File: src/rtl/cathode_top.sv
`timescale 1ns/1ps
`default_nettype none
// ============================================================================
// Module   : cathode_top
// Function : Registered hex-to-seven-segment cathode decoder (a..g, dp).
//            Optional macro CATHODE_ACTIVE_HIGH_EN inverts every output bit.
// Revision : 1.0  initial release
// ============================================================================
module cathode_top (
    input  logic       Clk,
    input  logic [3:0] encoded,
    output logic [7:0] segments,
    input  logic       Reset
);

`ifdef CATHODE_ACTIVE_HIGH_EN
    localparam logic [7:0] POLARITY_MASK = 8'hFF;
`else
    localparam logic [7:0] POLARITY_MASK = 8'h00;
`endif

    // All segments dark, decimal point included.
    localparam logic [7:0] BLANK = 8'hFF ^ POLARITY_MASK;

    logic [7:0] decoded_low;
    logic [7:0] decoded;
    // Power-up value matches the reset value so the display starts dark.
    logic [7:0] segments_q = BLANK;

    // Table is held in active-low form; unknown codes fall through to blank.
    always_comb begin
        decoded_low = 8'hFF;
        case (encoded)
            4'h0:    decoded_low = 8'hC0;
            4'h1:    decoded_low = 8'hF9;
            4'h2:    decoded_low = 8'hA4;
            4'h3:    decoded_low = 8'hB0;
            4'h4:    decoded_low = 8'h99;
            4'h5:    decoded_low = 8'h92;
            4'h6:    decoded_low = 8'h82;
            4'h7:    decoded_low = 8'hF8;
            4'h8:    decoded_low = 8'h80;
            4'h9:    decoded_low = 8'h90;
            4'hA:    decoded_low = 8'h88;
            4'hB:    decoded_low = 8'h83;
            4'hC:    decoded_low = 8'hC6;
            4'hD:    decoded_low = 8'hA1;
            4'hE:    decoded_low = 8'h86;
            4'hF:    decoded_low = 8'h8E;
            default: decoded_low = 8'hFF;
        endcase
        decoded = decoded_low ^ POLARITY_MASK;
    end

    always_ff @(posedge Clk) begin
        if (Reset) begin
            segments_q <= BLANK;
        end else begin
            segments_q <= decoded;
        end
    end

    assign segments = segments_q;

endmodule
`default_nettype wire

File: config.mk
export PLATFORM = sky130hd
export DESIGN_NAME = cathode_top
export DESIGN_NICKNAME = d
export VERILOG_FILES = /design/src/rtl/cathode_top.sv
export SDC_FILE = /design/constraint.sdc
export NUM_CORES = 1
export LEC_CHECK = 0
export CORE_AREA = 2 2 39 41
export CTS_CLUSTER_SIZE = 14
export DETAILED_ROUTE_END_ITERATION = 6
export DIE_AREA = 0 0 41 43
export HOLD_SLACK_MARGIN = 0.06
export SYNTH_ARGS = -nofsm -noshare
export SYNTH_HDL_FRONTEND = slang
export SYNTH_SLANG_ARGS = --single-unit
File: constraint.sdc
create_clock -name Clk -period 4.04 [get_ports Clk]
set_clock_uncertainty 0.15 [all_clocks]
set_input_delay 0.404 -clock Clk [delete_from_list [all_inputs] [get_ports Clk]]
set_output_delay 0.404 -clock Clk [all_outputs]
set_load 0.1 [all_outputs]
* Word-level counts from Yosys, hierarchy flattened
Memory sizes are Yosys's and may differ from the RTL's. A register that Yosys moved wholly into a read port is not among the register bits. Cells that the tools add are included.
Storage, ports and cells: register bits after elaboration 8, bits in read-only memories 112, bits of input ports 6, output and inout port bits 8, logic and storage cells 2, memories 1
Memory list:
- (no name shown) | words 16, bits a word 7, rd ports 1, clocked after Yosys merged registers in 1, write ports 0, RTL line 33 | case (encoded)

* Longest topological paths before layout
Gate-level depths: netlist (run 1).
word-level depth 0, depth in mapped cells 4, mapped depth without buffers 4

* Worst setup path before layout (run 1)
OpenSTA, ideal clock, no wires.
kind input to register, start input encoded[1], end register segments_q[1] (netlist: segments[1]), library setup time 0.122 ns, arrival 1.296 ns, setup slack 2.472 ns, cell stages on the path 4, cell sequence inv_1 > ha_1 > or2_1 > a311o_1
RTL lines:
- start, declared | RTL line 11 | input logic [3:0] encoded,
- end, declared | RTL line 28 | logic [7:0] segments_q = BLANK;

* Worst setup path after layout (run 1)
start register segments_q[1] (netlist: segments[1]), end output segments[1]
RTL lines:
- end, declared | RTL line 12 | output logic [7:0] segments,
No word-level cell between the ends.

==> summary.txt, run 1 <==
Die Span X = 41 um
Tot GR Track Use = 12.0%
First-pass DRT Iterations = 4
CTS tree = built
Slew HR = 35.6%
worst path arrival time = 1.67 ns
clk buf depth = 2
total number of vias = 356
clk sinks = 7
RePlAce Congestion = 0.768
Total Power = 0.000226 W
drt drc = 0
DR iter-0 viols = 3
# fillers = 149
IO Port Bufs = 12
hold depth = 2
Placement Setup Slack = 1.73 ns
hold crit path type = in2reg
Placed Cells = 69
max cap viols = 0
CP Max Fanout = 1
status = finished clean
critical path type = reg2out
htree depth = 1
IO Pins = 14
Max VDD drop = 0.000105 V
post-synthesis cell area = 442 um2
remaining global-route overflow = 0
synth unique cells = 22
Worst-Margin Slew = 0.963 ns
final worst slack = 1.81 ns
Die Area = 0.00176 mm2
share of layout cells above drive strength 1 = 7.02%
Root Driver = clkbuf_4
post-route insts no fill = 73
Critical Path, Cell by Cell = clkdlybuf4s50_1
row count = 14
Initial Utilization = 31.9%
CTS Buf Count = 3
Final ANT Viol Nets = 0
post-CTS sizing = 0
CP required = 3.49 ns
Lkg Pwr = 0.264 nW
vias in the first global route = 309
final WL = 809 um
antenna fix cells = 0
Setup TNS = 0 ns
CP peak stage delay = 1.12 ns
Area Growth Syn to Fin = 32.3%
initial antenna violation count = 0
Setup-failing EPs final = 0
post-synthesis net count = 57
crit path max-delay cell type = clkdlybuf4s50_1
Seq cells post-synth = 7
WL/cell = 11.1 um
Buf/Inv on CP = 1
Cell Pwr Density = 388 mW/mm2
startpoint type of the worst setup path = flip-flop
CP Capture Type = output pin
CP top delay family = buffers and inverters
first-pass GRT wire length = 1350 um
design area = 584 um2
# hold bufs at CTS = 0
clock slew at reported path FFs = 0.05 ns
WP depth = 1
core box area = 0.00138 mm2
Final period util = 55.2%
sequential area share after synthesis = 31.7%
routed vias/inst = 4.88
Die Height = 43 um
pin count of the biggest net entering global routing = 15
Synth Instances = 44
max reg flops = 7
max-slew violations = 0
Max Freq = 449 MHz
hpwl dp = 600 um
synth warn = 0
Avg Cell Area, Syn = 10.0 um2
Nets = 71
post-placement cell area = 558 um2
Final min period = 2.23 ns
Hold Fails Final Rpt = 0
RSZ-0062 raised after global routing = no
postcts setup bufs = 0
==> cells in the mapped netlist <==
master / n / area (um2)
a221o_1: 2 / 20.0
or2_1: 1 / 6.26
nor2_1: 2 / 7.51
dfxtp_1: 7 / 140
ha_1: 7 / 87.6
nor2b_1: 2 / 12.5
and3_1: 1 / 6.26
inv_1: 3 / 11.3
conb_1: 1 / 3.75
mux2i_1: 3 / 30.0
o221ai_1: 1 / 8.76
nand2_1: 2 / 7.51
nand2b_1: 2 / 12.5
buf_2: 1 / 5.00
a211o_1: 1 / 8.76
a311o_1: 1 / 10.0
mux2_1: 1 / 11.3
buf_6: 1 / 11.3
nor3_1: 1 / 5.00
buf_4: 1 / 7.51
a32oi_1: 2 / 17.5
mux2_2: 1 / 11.3
==> routing by layer <==
layer	wire [um]	part of all wire, %	track usage (%)
met5	0	0	0
met4	9	1.1	10.0
met3	31	3.8	4.71
met2	362	45	14.4
met1	405	50	15.9
==> worst paths after layout <==
kind          end        start
max   segments[1]  segments[1]
min   segments[5]        Reset
==> cell families after synthesis <==
logic type | synth area share (%)
AOI/OAI and AO/OA | 14.7
other | 0.849
and+or+nand+nor | 13.0
buffers and inverters | 7.93
muxes | 11.9
DFF | 31.7
adders and majority gates | 19.8
==> through the flow <==
step | util (%) | hold slack (ns)
after detailed placement | 40.3 | 1.05
after global placement | 40.3 | 1.05
final | 42.2 | 0.802
after CTS | 42.2 | 0.799
after floorplan | - | 0.348
after global routing | 42.2 | 0.806
==> report_power, final <==
group	leakage [nW]	switching (W)	internal, W
Sequential	0.0589	0.00000117	0.0000750
Combinational	0.190	0.0000633	0.0000235
Clock	0.0150	0.0000258	0.0000377
Total	0.264	0.0000902	0.000136
==> layout by cell type, fill, tap and decap left out <==
| cell | netlist | final |
|---|---|---|
| a211o_1 | 1 | 1 |
| a221o_1 | 2 | 2 |
| a311o_1 | 1 | 1 |
| a32oi_1 | 2 | 2 |
| and3_1 | 1 | 1 |
| clkbuf_1 | 0 | 1 |
| clkbuf_4 | 0 | 3 |
| clkdlybuf4s50_1 | 0 | 12 |
| conb_1 | 1 | 1 |
| dfxtp_1 | 7 | 7 |
| ha_1 | 7 | 7 |
| inv_1 | 3 | 3 |
| mux2_1 | 1 | 1 |
| mux2_2 | 1 | 1 |
| mux2i_1 | 3 | 3 |
| nand2_1 | 2 | 2 |
| nand2b_1 | 2 | 2 |
| nor2_1 | 2 | 2 |
| nor2b_1 | 2 | 2 |
| nor3_1 | 1 | 1 |
| o221ai_1 | 1 | 1 |
| or2_1 | 1 | 1 |
==> final cells by class <==
class / count / area, um2 / area share, %
Clock buffer: 4 / 26.3 / 4.50
Timing Repair Buffer: 12 / 120 / 20.6
Sequential cell: 7 / 140 / 24.0
Tap cell: 16 / 20.0 / 3.43
Inverter: 3 / 11.3 / 1.93
Multi-Input combinational cell: 31 / 267 / 45.6
Power figures use the tool's default switching activity.
==> inputs of run 2 (changes only) <==
Clock period 4.04 ns to 1.89 ns, I/O delays scaled along.
==> summary.txt, run 2 (synthesis results as in run 1) <==
DR iter-0 viols = 2 (-1)
Tot GR Track Use = 11.9% (-0.024 points)
first-pass GRT wire length = 1390 um (+3.0%)
worst path arrival time = 1.63 ns (-0.04 ns)
max cap viols = 0 (unchanged)
Initial Utilization = 31.9% (unchanged)
total number of vias = 359 (+0.84%)
CP required = 1.88 ns (-1.61 ns)
Nets = 76 (+7.0%)
max-slew violations = 0 (unchanged)
IO Port Bufs = 12 (unchanged)
IO Pins = 14 (unchanged)
vias in the first global route = 335 (+8.4%)
commonest non-fill, non-tap cell in the layout = buf_4
# fillers = 143 (-4.0%)
row count = 14 (unchanged)
pin count of the biggest net entering global routing = 11 (-4)
CTS Buf Count = 3 (unchanged)
RePlAce Congestion = 0.768 (about the same)
core box area = 0.00138 mm2 (unchanged)
status = finished clean
crit path max-delay cell type = clkdlybuf4s50_1
# hold bufs at CTS = 0 (unchanged)
Root Driver = clkbuf_4
Final ANT Viol Nets = 0 (unchanged)
Die Span X = 41 um (unchanged)
Setup-failing EPs final = 0 (unchanged)
Critical Path, Cell by Cell = clkdlybuf4s50_1 -> inv_1 -> ha_1 -> or2_1 -> a311o_1
share of layout cells above drive strength 1 = 25.8% (+19 points)
First-pass DRT Iterations = 4 (unchanged)
Die Height = 43 um (unchanged)
antenna fix cells = 0 (unchanged)
htree depth = 1 (unchanged)
WL/cell = 10.7 um (-3.6%)
clock slew at reported path FFs = 0.05 ns (about the same)
Cell Pwr Density = 809 mW/mm2 (+110%)
commonest non-fill, non-tap cells in the layout = buf_4 (12), ha_1 (7), dfxtp_1 (7)
Hold Fails Final Rpt = 0 (unchanged)
startpoint type of the worst setup path = input port
routed vias/inst = 4.60 (-5.6%)
hold crit path type = in2reg
CP peak stage delay = 0.49 ns (-0.63 ns)
Max Freq = 609 MHz
clk buf depth = 2 (unchanged)
clk sinks = 7 (unchanged)
post-route insts no fill = 78 (+6.8%)
Placement Setup Slack = 0.00313 ns (-1.72 ns)
initial antenna violation count = 0 (unchanged)
max reg flops = 7 (unchanged)
Max VDD drop = 0.000244 V (+130%)
postcts setup bufs = 0 (unchanged)
RSZ-0062 raised after global routing = no
CTS tree = built
CP Max Fanout = 3 (+2)
post-CTS sizing = 0 (unchanged)
critical path type = in2reg
remaining global-route overflow = 0 (unchanged)
CP Capture Type = flip-flop
Area Growth Syn to Fin = 36.8%
final worst slack = 0.249 ns (-1.56 ns)
drt drc = 0 (unchanged)
hpwl dp = 638 um (+6.4%)
Final min period = 1.64 ns
Final period util = 86.8%
Setup TNS = 0 ns (unchanged)
Total Power = 0.000489 W (+120%)
Placed Cells = 74 (+7.2%)
Die Area = 0.00176 mm2 (unchanged)
final WL = 833 um (+3.0%)
Lkg Pwr = 0.291 nW (+11%)
-- run 2: critical path: cells and delay by family --
| family | cells | cell delay (ns) |
|---|---|---|
| buffers and inverters | 2 | 0.57 |
| AND/OR/NAND/NOR | 1 | 0.24 |
| AO/OA/AOI/OAI | 1 | 0.34 |
| adder cells (fa/ha/maj) | 1 | 0.28 |
-- run 2: power breakdown --
| group | total (W) | leakage [nW] | internal (W) | switching (W) |
|---|---|---|---|---|
| logic | 0.000189 | 0.218 | 0.0000524 | 0.000136 |
| registers | 0.000163 | 0.0589 | 0.000160 | 0.00000305 |
| clock network | 0.000137 | 0.0150 | 0.0000806 | 0.0000559 |
-- run 2: through the flow --
step                      utilization [%]  instance area [um2]  hold WS (ns)
after floorplan                         -                  442         0.133
after global placement               41.8                  578         0.534
after detailed placement             41.8                  578         0.537
after CTS                            43.7                  604         0.565
after global routing                 43.7                  604         0.599
final                                43.7                  604         0.572
-- run 2: area by class of cell --
cell class                 instances  area [um2]  share of cell area (%)
multi-input combinational         31         267                    44.1
sequential                         7         140                    23.2
timing repair buffer              17         140                    23.2
clock buffer                       4        26.3                    4.35
tap                               16        20.0                    3.31
inverter                           3        11.3                    1.86
-- run 2: path summary, 6_finish.rpt --
check  startpoint     endpoint  slack [ns]  depth (start not counted)
min         Reset  segments[5]        0.57                          2
max    encoded[0]  segments[1]        0.25                          5
-- run 2: per-layer routing --
layer | GRT usage (%) | vias up | part of all wire, %
met5 | 0 | - | 0
met4 | 10.0 | 0 | 1.7
met3 | 1.57 | 2 | 4.2
met2 | 16.9 | 10 | 47
met1 | 15.1 | 155 | 47
li1 | - | 192 | -
